**src/rtl/lite_pkg.sv**
```systemverilog
`default_nettype none
// ============================================================================
// Module      : lite_pkg
// Description : Shared types for the lite_v2 execution unit: opcode
//               encoding, opcode width and the control-state encoding.
// Revision    : 1.0 - initial release
// ============================================================================
package lite_pkg;

    localparam int OP_W = 3;

    typedef enum logic [OP_W-1:0] {
        PASS_A = 3'd0,
        PASS_B = 3'd1,
        ADD    = 3'd2,
        SUB    = 3'd3,
        AND    = 3'd4,
        OR     = 3'd5,
        XOR    = 3'd6,
        MUL    = 3'd7
    } op_e;

    typedef enum logic [1:0] {
        IDLE = 2'd0,
        EXEC = 2'd1,
        DONE = 2'd2
    } state_e;

endpackage
`default_nettype wire

```
**src/rtl/lite_mul_seq.sv**
```systemverilog
`default_nettype none
// ============================================================================
// Module      : lite_mul_seq
// Description : Unsigned shift-add multiplier, one partial product per clock.
//               start loads the operands; done is high during the cycle whose
//               closing edge performs the last iteration, and product then
//               shows the final value (so the caller can register it on that
//               same edge).
// Revision    : 1.0 - initial release
// ============================================================================
module lite_mul_seq #(
    parameter int DATA_W = 8
) (
    input  logic                  clk,
    input  logic                  rst,
    input  logic                  start,
    input  logic [DATA_W-1:0]     a,
    input  logic [DATA_W-1:0]     b,
    output logic                  done,
    output logic [2*DATA_W-1:0]   product
);

    localparam int CNT_W = $clog2(DATA_W);
    localparam logic [CNT_W-1:0] C_LAST = CNT_W'(DATA_W - 1);

    logic [2*DATA_W-1:0] r_acc;
    logic [2*DATA_W-1:0] r_mcand;
    logic [DATA_W-1:0]   r_mplier;
    logic [CNT_W-1:0]    r_cnt;
    logic                r_run;
    logic [2*DATA_W-1:0] w_acc_next;

    assign w_acc_next = r_acc + (r_mplier[0] ? r_mcand : '0);
    assign done       = r_run && (r_cnt == C_LAST);
    assign product    = w_acc_next;

    // Operand load on start, then one shift-add step per clock for DATA_W clocks.
    always_ff @(posedge clk or negedge rst) begin
        if (!rst) begin
            r_acc    <= '0;
            r_mcand  <= '0;
            r_mplier <= '0;
            r_cnt    <= '0;
            r_run    <= 1'b0;
        end else if (start) begin
            r_acc    <= '0;
            r_mcand  <= {{DATA_W{1'b0}}, a};
            r_mplier <= b;
            r_cnt    <= '0;
            r_run    <= 1'b1;
        end else if (r_run) begin
            r_acc    <= w_acc_next;
            r_mcand  <= r_mcand << 1;
            r_mplier <= r_mplier >> 1;
            r_cnt    <= r_cnt + CNT_W'(1);
            if (r_cnt == C_LAST) begin
                r_run <= 1'b0;
            end
        end
    end

endmodule
`default_nettype wire

```
**src/rtl/lite_v2.sv**
```systemverilog
`default_nettype none
// ============================================================================
// Module      : lite_v2
// Description : Registered execution unit with valid/ready handshakes.
//               Single-cycle pass/add/sub/logic ops, multi-cycle sequential
//               multiply; reports carry, zero and truncation flags.
// Revision    : 1.0 - initial release
// ============================================================================
module lite_v2
    import lite_pkg::*;
#(
    parameter int DATA_W = 8,
    parameter int B_W    = 10
) (
    input  logic              clk,
    input  logic              rst,
    input  logic              in_valid,
    output logic              in_ready,
    input  logic [OP_W-1:0]   opcode,
    input  logic [DATA_W-1:0] d1,
    input  logic [B_W-1:0]    d2,
    output logic              out_valid,
    input  logic              out_ready,
    output logic [DATA_W-1:0] res,
    output logic              carry,
    output logic              zero,
    output logic              trunc,
    output logic              busy
);

    state_e              r_state;
    state_e              w_state_nx;
    op_e                 w_op;
    logic [DATA_W-1:0]   w_b;
    logic                w_tb;
    logic                w_accept;
    logic                w_ready_st;
    logic                w_mul_start;
    logic                w_mul_done;
    logic [2*DATA_W-1:0] w_product;
    logic [DATA_W:0]     w_sum;
    logic [DATA_W-1:0]   w_alu_res;
    logic                w_alu_carry;
    logic                w_alu_trunc;
    logic [DATA_W-1:0]   r_res;
    logic                r_carry;
    logic                r_zero;
    logic                r_trunc;
    logic                r_mul_tb;

    assign w_op = op_e'(opcode);
    assign w_b  = d2[DATA_W-1:0];

    // Upper d2 bits only exist when B_W is wider than the datapath.
    generate
        if (B_W > DATA_W) begin : g_trunc_src
            assign w_tb = |d2[B_W-1:DATA_W];
        end else begin : g_no_trunc_src
            assign w_tb = 1'b0;
        end
    endgenerate

    // in_ready is held low while reset is asserted, independent of state.
    assign in_ready    = rst && w_ready_st;
    assign w_accept    = in_valid && in_ready;
    assign w_mul_start = w_accept && (w_op == MUL);
    assign out_valid   = (r_state == DONE);
    assign busy        = (r_state != IDLE);
    assign res         = r_res;
    assign carry       = r_carry;
    assign zero        = r_zero;
    assign trunc       = r_trunc;

    lite_mul_seq #(
        .DATA_W (DATA_W)
    ) u_mul (
        .clk     (clk),
        .rst     (rst),
        .start   (w_mul_start),
        .a       (d1),
        .b       (w_b),
        .done    (w_mul_done),
        .product (w_product)
    );

    // Single-cycle result and flags for opcodes 0-6.
    always_comb begin
        w_sum       = '0;
        w_alu_res   = '0;
        w_alu_carry = 1'b0;
        w_alu_trunc = w_tb;
        case (w_op)
            PASS_A: begin
                w_alu_res   = d1;
                w_alu_trunc = 1'b0;
            end
            PASS_B: w_alu_res = w_b;
            ADD: begin
                w_sum       = {1'b0, d1} + {1'b0, w_b};
                w_alu_res   = w_sum[DATA_W-1:0];
                w_alu_carry = w_sum[DATA_W];
            end
            SUB: begin
                w_alu_res   = d1 - w_b;
                w_alu_carry = (d1 < w_b);
            end
            AND:     w_alu_res = d1 & w_b;
            OR:      w_alu_res = d1 | w_b;
            XOR:     w_alu_res = d1 ^ w_b;
            default: w_alu_res = '0;
        endcase
    end

    // Next-state and in_ready; a handshake in DONE may take a new request.
    always_comb begin
        w_state_nx = r_state;
        w_ready_st = 1'b0;
        case (r_state)
            IDLE: begin
                w_ready_st = 1'b1;
                if (w_accept) begin
                    w_state_nx = (w_op == MUL) ? EXEC : DONE;
                end
            end
            EXEC: begin
                if (w_mul_done) begin
                    w_state_nx = DONE;
                end
            end
            DONE: begin
                w_ready_st = out_ready;
                if (out_ready) begin
                    if (w_accept) begin
                        w_state_nx = (w_op == MUL) ? EXEC : DONE;
                    end else begin
                        w_state_nx = IDLE;
                    end
                end
            end
            default: w_state_nx = IDLE;
        endcase
    end

    // State register.
    always_ff @(posedge clk or negedge rst) begin
        if (!rst) begin
            r_state <= IDLE;
        end else begin
            r_state <= w_state_nx;
        end
    end

    // Result/flag registers: load on single-cycle accept or multiply completion,
    // otherwise hold. The d2 truncation bit of a MUL is kept until it finishes.
    always_ff @(posedge clk or negedge rst) begin
        if (!rst) begin
            r_res    <= '0;
            r_carry  <= 1'b0;
            r_zero   <= 1'b0;
            r_trunc  <= 1'b0;
            r_mul_tb <= 1'b0;
        end else if (w_mul_start) begin
            r_mul_tb <= w_tb;
        end else if (w_accept) begin
            r_res   <= w_alu_res;
            r_carry <= w_alu_carry;
            r_zero  <= (w_alu_res == '0);
            r_trunc <= w_alu_trunc;
        end else if ((r_state == EXEC) && w_mul_done) begin
            r_res   <= w_product[DATA_W-1:0];
            r_carry <= 1'b0;
            r_zero  <= (w_product[DATA_W-1:0] == '0);
            r_trunc <= r_mul_tb | (|w_product[2*DATA_W-1:DATA_W]);
        end
    end

endmodule
`default_nettype wire

```
**config.mk**
```make
export PLATFORM = sky130hd
export DESIGN_NAME = lite_v2
export DESIGN_NICKNAME = d
export VERILOG_FILES = /design/src/rtl/lite_pkg.sv /design/src/rtl/lite_mul_seq.sv /design/src/rtl/lite_v2.sv
export SDC_FILE = /design/constraint.sdc
export NUM_CORES = 1
export LEC_CHECK = 0
export ABC_CLOCK_PERIOD_IN_PS = 4100
export BUFFER_PORTS_ARGS = -buffer_cell sky130_fd_sc_hd__buf_2
export CAP_MARGIN = 15
export CORE_MARGIN = 2
export CORE_UTILIZATION = 32
export CTS_BUF_LIST = sky130_fd_sc_hd__clkbuf_4 sky130_fd_sc_hd__clkbuf_8 sky130_fd_sc_hd__clkbuf_16
export CTS_CLUSTER_SIZE = 16
export DETAILED_ROUTE_END_ITERATION = 10
export PLACE_DENSITY = 0.47
export SLEW_MARGIN = 10
export SYNTH_ARGS = -nofsm -noshare
export SYNTH_HDL_FRONTEND = slang
export SYNTH_SLANG_ARGS = --single-unit
```
**constraint.sdc**
```tcl
create_clock -name clk -period 4.1 [get_ports clk]
set_input_delay 0.205 -clock clk [delete_from_list [all_inputs] [get_ports clk]]
set_output_delay 0.205 -clock clk [all_outputs]
set_load 0.1 [all_outputs]
```
==> impl_metrics.toml, run 1 <==
[outcome]
status = "completed"

[sta]
setup_viol = 0
period_needed_ns = 3.241
rsz0062_at_grt = "no"
max-slew-margin-rel_pct = 31.99
fmax_mhz = 308.6
fin_setup_tns_ns = 0
finClkSkew_ns = 0.008348
min_period_over_period_pct = 79.04
final_max_slew_viol_count = 0
tightest_slew_ns = 1.018
hold_viol_final = 0

[power_and_ir_drop]
power_density_nw_per_um2 = 615.4
ir_drop_mv = 0.1804
p_leak_nw = 2.403

[grt]
grt_pass1_wl_um = 20050
grt_antenna_before_repair = 0
grt_use_total_pct = 17.27
grt_max_degree = 51
grt_pass1_vias = 3726
overflow = 0

[synthesis]
synthArstFlopShare_pct = 100.0
ys_seq_area_share_pct = 31.59
synthFlopType = "dfrtp_1"
synth_area_per_cell_um2 = 8.921
ys_top_cells_by_area = "dfrtp_1, ha_1, mux2i_1"
synth_cells = 515
synth_warnings = 0
yosys.area.top_type = "dfrtp_1"
synth_edf_count = 0
yosysTopAreaCellShare_pct = 31.59
ys_ff_latch = 58
post_synth_num_cell_types = 68
synth_area_um2 = 4594
synth_fp_nets = 584

[worst_setup_path]
critical_path_class = "reg2reg"
max_stage_delay_ns = 0.52
crit_path_top_delay_cell = "dfrtp_1"
cp-start-kind = "flip-flop"
path_cells = "and2_1 > ha_1 > fa_1 > a21o_1 > a221oi_2 > nand3_2 > a311o_1 > a2111o_1 > nor4_2 > a31oi_1"
endpoint_kind = "flip-flop"
required_ns = 4.30
critPathMaxFanout = 17
worstPathArrival_ns = 3.44

[detailed_routing]
dr_wl_met2_um = 5318
vias = 3750
wl_met1_um = 6252
via_per_inst = 5.144
routed-wl-met3_um = 408
drc_errors = 0
wl_per_cell_um = 16.66
firstDrtPassIters = 4
drtAntennaViolNets = 0
drt-total-wl_um = 12150
top_layer = "met4"
drt_iter0_markers = 208

[cts]
cts_hold_buffers = 1
cts_max_path_buffers = 2
htreeDepth = 3
cts_setup_buffers = 0
clk_pin_slew_ns = 0.05
cts_num_sinks = 58
cts-root-buf = "clkbuf_16"
cts_buffers = 9
ctsResizeCount = 0
cts_tree = "built"
clock_latency_ns = 0.33

[die]
fp-row-count = 43
die-area_um2 = 15330
io_pins = 39
start_util_pct = 32.97
die_h_um = 123.8
core_um2 = 13930
die_w_um = 123.8

[place]
place_congestion = 0.9061
placed_area_um2 = 4946
place_hpwl_um = 9028
port_buffers = 38

[min_path]
hp-class = "in2reg"

[final_layout]
nets = 613
layout-drive-gt1-share_pct = 14.03
syn_to_final_growth_pct = 14.00
fin_area_um2 = 5238
final_core_util_pct = 37.59
layout_common_cells = "dfrtp_1, nor2_1, mux2i_1, nand2_1, ha_1"
antennaDiodeCount = 0
n_fill_cell = 1430
seqCellArea_um2 = 1453
multi_input_area_um2 = 2924
layout_commonest_cell = "dfrtp_1"

[run]
cap_violations = 0
## final timing paths
| kind | cells after the start | to | startpoint | slack, ns |
|---|---|---|---|---|
| max | 10 | trunc$_DFFE_PN0P_ | u_mul.r_mplier[0]$_DFFE_PN0P_ | 0.86 |
| min | 2 | r_state[1]$_DFFE_PN0P_ | out_ready | 0.07 |
| max reg2reg | 10 | trunc$_DFFE_PN0P_ | u_mul.r_mplier[0]$_DFFE_PN0P_ | 0.86 |
| min reg2reg | 2 | res[4]$_DFFE_PN0P_ | res[4]$_DFFE_PN0P_ | 0.48 |
| max in group asynchronous | 3 | u_mul.r_mcand[7]$_DFFE_PN0P_ | rst | 2.87 |
| min in group asynchronous | 2 | r_state[1]$_DFFE_PN0P_ | rst | 0.29 |
## state kept, by name, indices dropped and copies added (netlist names), 2 cells and up
name,count
r_state,2
u_mul.r_acc,16
res,8
u_mul.r_mplier,8
u_mul.r_cnt,3
u_mul.r_mcand,16
## power by group
group          total, W  switching (W)  internal, W
Sequential     0.000957       0.000157     0.000800
Combinational   0.00156        0.00101     0.000554
Clock          0.000702       0.000251     0.000451
## through the flow
| stage | cells | hold slack, ns | worst slack (ns) | power, W |
|---|---|---|---|---|
| 3_3_place_gp | 712 | 0.09765 | 0.9264 | 0.002521 |
| 3_5_place_dp | 712 | 0.1085 | 0.8882 | 0.002533 |
| 6_report | 729 | 0.07195 | 0.8592 | 0.003223 |
| 5_1_grt | 729 | 0.06158 | 0.6410 | 0.003479 |
| 4_1_cts | 729 | 0.06343 | 0.8586 | 0.003248 |
| 2_1_floorplan | 515 | -0.09059 | 1.263 | 0.002171 |
## routing by layer
layer / global-route usage [%] / vias to the layer above
met5: 0 / -
met1: 24.90 / 1771
li1: - / 1889
met3: 3.846 / 12
met4: 5.469 / 0
met2: 25.58 / 78
## worst max-delay path, delay by kind of cell (launching register included)
| kind | cells | cell delay [ns] |
|---|---|---|
| and+or+nand+nor | 3 | 0.47 |
| DFF | 1 | 0.52 |
| AOI/OAI and AO/OA | 5 | 1.48 |
| adders and majority gates | 2 | 0.61 |
## cells in the mapped netlist, types with 3 or more instances
| master | number |
|---|---|
| dfrtp_1 | 58 |
| nor2_1 | 54 |
| mux2i_1 | 43 |
| nand2_1 | 43 |
| ha_1 | 41 |
| inv_1 | 35 |
| o21ai_0 | 34 |
| a21oi_1 | 24 |
| clkbuf_1 | 17 |
| and2_1 | 16 |
| xnor2_1 | 14 |
| nand3_1 | 9 |
| nor2b_1 | 9 |
| a22oi_1 | 7 |
| xor2_1 | 6 |
| nor3_1 | 5 |
| o31ai_1 | 5 |
| a21o_1 | 4 |
| a221oi_1 | 4 |
| buf_2 | 4 |
| o21bai_1 | 4 |
| or3_1 | 4 |
| a211oi_1 | 3 |
| buf_1 | 3 |
| fa_1 | 3 |
| mux4_2 | 3 |
| o211ai_1 | 3 |
| o21a_1 | 3 |
| o22ai_1 | 3 |
## cell families (layout without fill, tap and decap cells)
kind of cell,Yosys count,count (layout),synth area share (%)
and+or+nand+nor,160,160,16.97
AOI/OAI and AO/OA,127,127,19.15
buffers and inverters,59,93,4.929
DFF,58,58,31.59
muxes,47,47,11.08
adders and majority gates,44,44,12.47
xor gates and xnor gates,20,20,3.813
## final cells by class
type / instances / share of cell area [%]
clock buffers: 14 / 5.136
clock inverters: 2 / 0.2389
inverters: 35 / 2.508
multi-input cells: 398 / 55.83
flip-flops and latches: 58 / 27.74
well taps: 180 / 4.300
repair buffers: 42 / 4.252
Note: power is estimated with default switching activity, not from simulation.
==> run 2, diff against run 1 <==
--- a/config.mk
+++ b/config.mk
@@ -5,7 +5,8 @@
 export SDC_FILE = /design/constraint.sdc
 export NUM_CORES = 1
 export LEC_CHECK = 0
-export ABC_CLOCK_PERIOD_IN_PS = 4100
+export ABC_AREA = 1
+export ABC_CLOCK_PERIOD_IN_PS = 2600
 export BUFFER_PORTS_ARGS = -buffer_cell sky130_fd_sc_hd__buf_2
 export CAP_MARGIN = 15
 export CORE_MARGIN = 2
@@ -13,7 +14,7 @@
 export CTS_BUF_LIST = sky130_fd_sc_hd__clkbuf_4 sky130_fd_sc_hd__clkbuf_8 sky130_fd_sc_hd__clkbuf_16
 export CTS_CLUSTER_SIZE = 16
 export DETAILED_ROUTE_END_ITERATION = 10
-export PLACE_DENSITY = 0.47
+export PLACE_DENSITY = 0.49
 export SLEW_MARGIN = 10
 export SYNTH_ARGS = -nofsm -noshare
 export SYNTH_HDL_FRONTEND = slang
==> constraint.sdc (replaced) <==
create_clock -name clk -period 2.6 [get_ports clk]
set_input_delay 0.13 -clock clk [delete_from_list [all_inputs] [get_ports clk]]
set_output_delay 0.13 -clock clk [all_outputs]
set_load 0.1 [all_outputs]
==> impl_metrics.toml, run 2 <==
[detailed_routing]
via_per_inst = 4.969
vias = 4740
firstDrtPassIters = 5
drc_errors = 0
drtAntennaViolNets = 0
drt_iter0_markers = 408
wl_per_cell_um = 14.96
drt-total-wl_um = 14270

[die]
start_util_pct = 32.40
die-area_um2 = 16220
io_pins = 39
core_um2 = 15030
die_h_um = 127.4
die_w_um = 127.4
fp-row-count = 45

[worst_setup_path]
path_cells = "buf_4 > nand2_1 > inv_1 > ha_1 > nand2_1 > nor2_1 > and2_1 > nand2_1 > nand2_1 > nand2_1 > nand2_1 > nand2_1 > nor2_1 > nand2_1 > nand2_1 > a21oi_1"
critPathMaxFanout = 13
reg2reg_from = "u_mul.r_mplier[0]$_DFFE_PN0P_"
cp_top_family = "simple AND/OR/NAND/NOR gates"
critical_path_class = "reg2reg"
required_ns = 2.80
regToRegEndpoint = "trunc$_DFFE_PN0P_"
path_buf_inv = 2
endpoint_kind = "flip-flop"
crit_path_top_delay_cell = "dfrtp_1"
worstPathArrival_ns = 2.57
cp-start-kind = "flip-flop"
max_stage_delay_ns = 0.41
r2r_slack_ns = 0.22
r2r_cells = 16
cp_common_cell = "nand2_1"

[grt]
grt_use_total_pct = 18.22
grt_pass1_vias = 4501
grt_pass1_wl_um = 23520
grt_max_degree = 59
overflow = 0
grt_antenna_before_repair = 0

[place]
placed_cells = 937
place_congestion = 0.8968
place_hpwl_um = 11530
port_buffers = 38

[final_layout]
antennaDiodeCount = 0
layout_common_cells = "nand2_1, inv_1, dfrtp_1"
seqCellArea_um2 = 1451
n_fill_cell = 1606
syn_to_final_growth_pct = 15.13
largestRegisters = "u_mul.r_acc: 16 flops, u_mul.r_mcand: 16 flops"
nets = 830
layout_commonest_cell = "nand2_1"
layout-drive-gt1-share_pct = 13.45
final_cell_count_no_fill = 954
multi_input_area_um2 = 2863

[synthesis]
synth_cells = 719
synthFlopType = "dfrtp_1"
ys_top_cells_by_area = "dfrtp_1, nand2_1, ha_1"
synth_area_per_cell_um2 = 6.775
yosys.area.top_type = "dfrtp_1"
ys_seq_area_share_pct = 29.80
synth_edf_count = 0
yosysMostFrequentCell = "nand2_1"
post_synth_num_cell_types = 41
ys_ff_latch = 58
synth_area_um2 = 4871
synth_warnings = 0
yosysTopAreaCellShare_pct = 29.80
synthArstFlopShare_pct = 100.0
synth_fp_nets = 788
synth_common_cells = "nand2_1, inv_1, dfrtp_1, nand3_1, nor2_1"

[sta]
tightest_slew_ns = 0.7599
period_needed_ns = 2.377
hold_viol_final = 2
final_max_slew_viol_count = 0
min_period_over_period_pct = 91.41
fmax_mhz = 420.8
rsz0062_at_grt = "no"
finClkSkew_ns = 0.005820
fin_hold_ws_ns = -0.003533
fin_setup_tns_ns = 0
max-slew-margin-rel_pct = 49.34
setup_viol = 0

[cts]
cts-root-buf = "clkbuf_16"
clock_latency_ns = 0.32
cts_num_sinks = 58
cts_buffers = 9
cts_setup_buffers = 0
htreeDepth = 3
cts_max_path_buffers = 2
cts_tree = "built"
clk_pin_slew_ns = 0.06

[power_and_ir_drop]
p_leak_nw = 3.130
power_density_nw_per_um2 = 884.3
ir_drop_mv = 0.4815

[outcome]
status = "complete, but fails checks"
violations = "negative hold slack"

[min_path]
hp-class = "in2async"

[run]
cap_violations = 0
## run 2: power breakdown
part	total (W)	switching, W	leakage [nW]	internal, W
Clock	0.00121	0.000412	0.148	0.000802
Combinational	0.00234	0.00170	2.22	0.000637
Sequential	0.00141	0.000194	0.766	0.00121
## run 2: stage by stage
stage               total power (W)  setup WS (ns)  utilization, %  cell area [um^2]
floorplan                  0.003160        0.07919               -              4871
global placement           0.003749         0.2009           35.04              5268
detailed placement         0.003759         0.1843           35.04              5268
CTS                        0.004991         0.1733           37.17              5588
global route               0.005301       0.003642           37.30              5608
finish                     0.004959         0.2233           37.30              5608
## run 2: per-layer routing
| metal | track usage [%] | part of all wire [%] | vias to the layer above |
|---|---|---|---|
| met4 | 4.072 | 1.1 | 0 |
| li1 | - | - | 2382 |
| met1 | 26.44 | 50 | 2245 |
| met5 | 0 | 0 | - |
| met2 | 28.88 | 44 | 103 |
| met3 | 2.554 | 4.7 | 10 |
## run 2: layout make-up
cell class | count | share of cell area (%)
clock buffers | 12 | 4.641
clock inverters | 4 | 0.8925
inverters | 130 | 8.701
multi-input cells | 515 | 51.05
flip-flops and latches | 58 | 25.88
well taps | 188 | 4.195
repair buffers | 47 | 4.641
## run 2: repair_timing
| action | 4_1_cts | 5_1_grt |
|---|---|---|
| hold buffers | 1 | 0 |
| setup endpoints to repair | 0 | 2 |
| hold endpoints to repair | 1 | 0 |
| resized for setup | 0 | 4 |
## run 2: kinds of logic (layout without fill, tap and decap cells)
logic type | after synthesis | in the layout | share of synthesized area, %
adders and majority gates | 44 | 44 | 11.76
AOI/OAI and AO/OA | 97 | 97 | 12.46
and+or+nand+nor | 367 | 367 | 32.88
xor gates and xnor gates | 7 | 7 | 1.259
buffers and inverters | 146 | 193 | 11.84
DFF | 58 | 58 | 29.80
## run 2: how the worst max path moves through the flow
| stage | from | end | slack (ns) | cells after the start |
|---|---|---|---|---|
| 2_1_floorplan | r_state[1]$_DFFE_PN0P_ | res[4]$_DFFE_PN0P_ | 0.08 | 8 |
| 3_3_place_gp | u_mul.r_mplier[0]$_DFFE_PN0P_ | zero$_DFFE_PN0P_ | 0.20 | 13 |
| 3_5_place_dp | u_mul.r_mplier[0]$_DFFE_PN0P_ | zero$_DFFE_PN0P_ | 0.18 | 13 |
| 4_1_cts | u_mul.r_mplier[0]$_DFFE_PN0P_ | trunc$_DFFE_PN0P_ | 0.17 | 17 |
| 5_1_grt | u_mul.r_mplier[0]$_DFFE_PN0P_ | trunc$_DFFE_PN0P_ | 0.004 | 16 |
| 6_report | u_mul.r_mplier[0]$_DFFE_PN0P_ | trunc$_DFFE_PN0P_ | 0.22 | 16 |
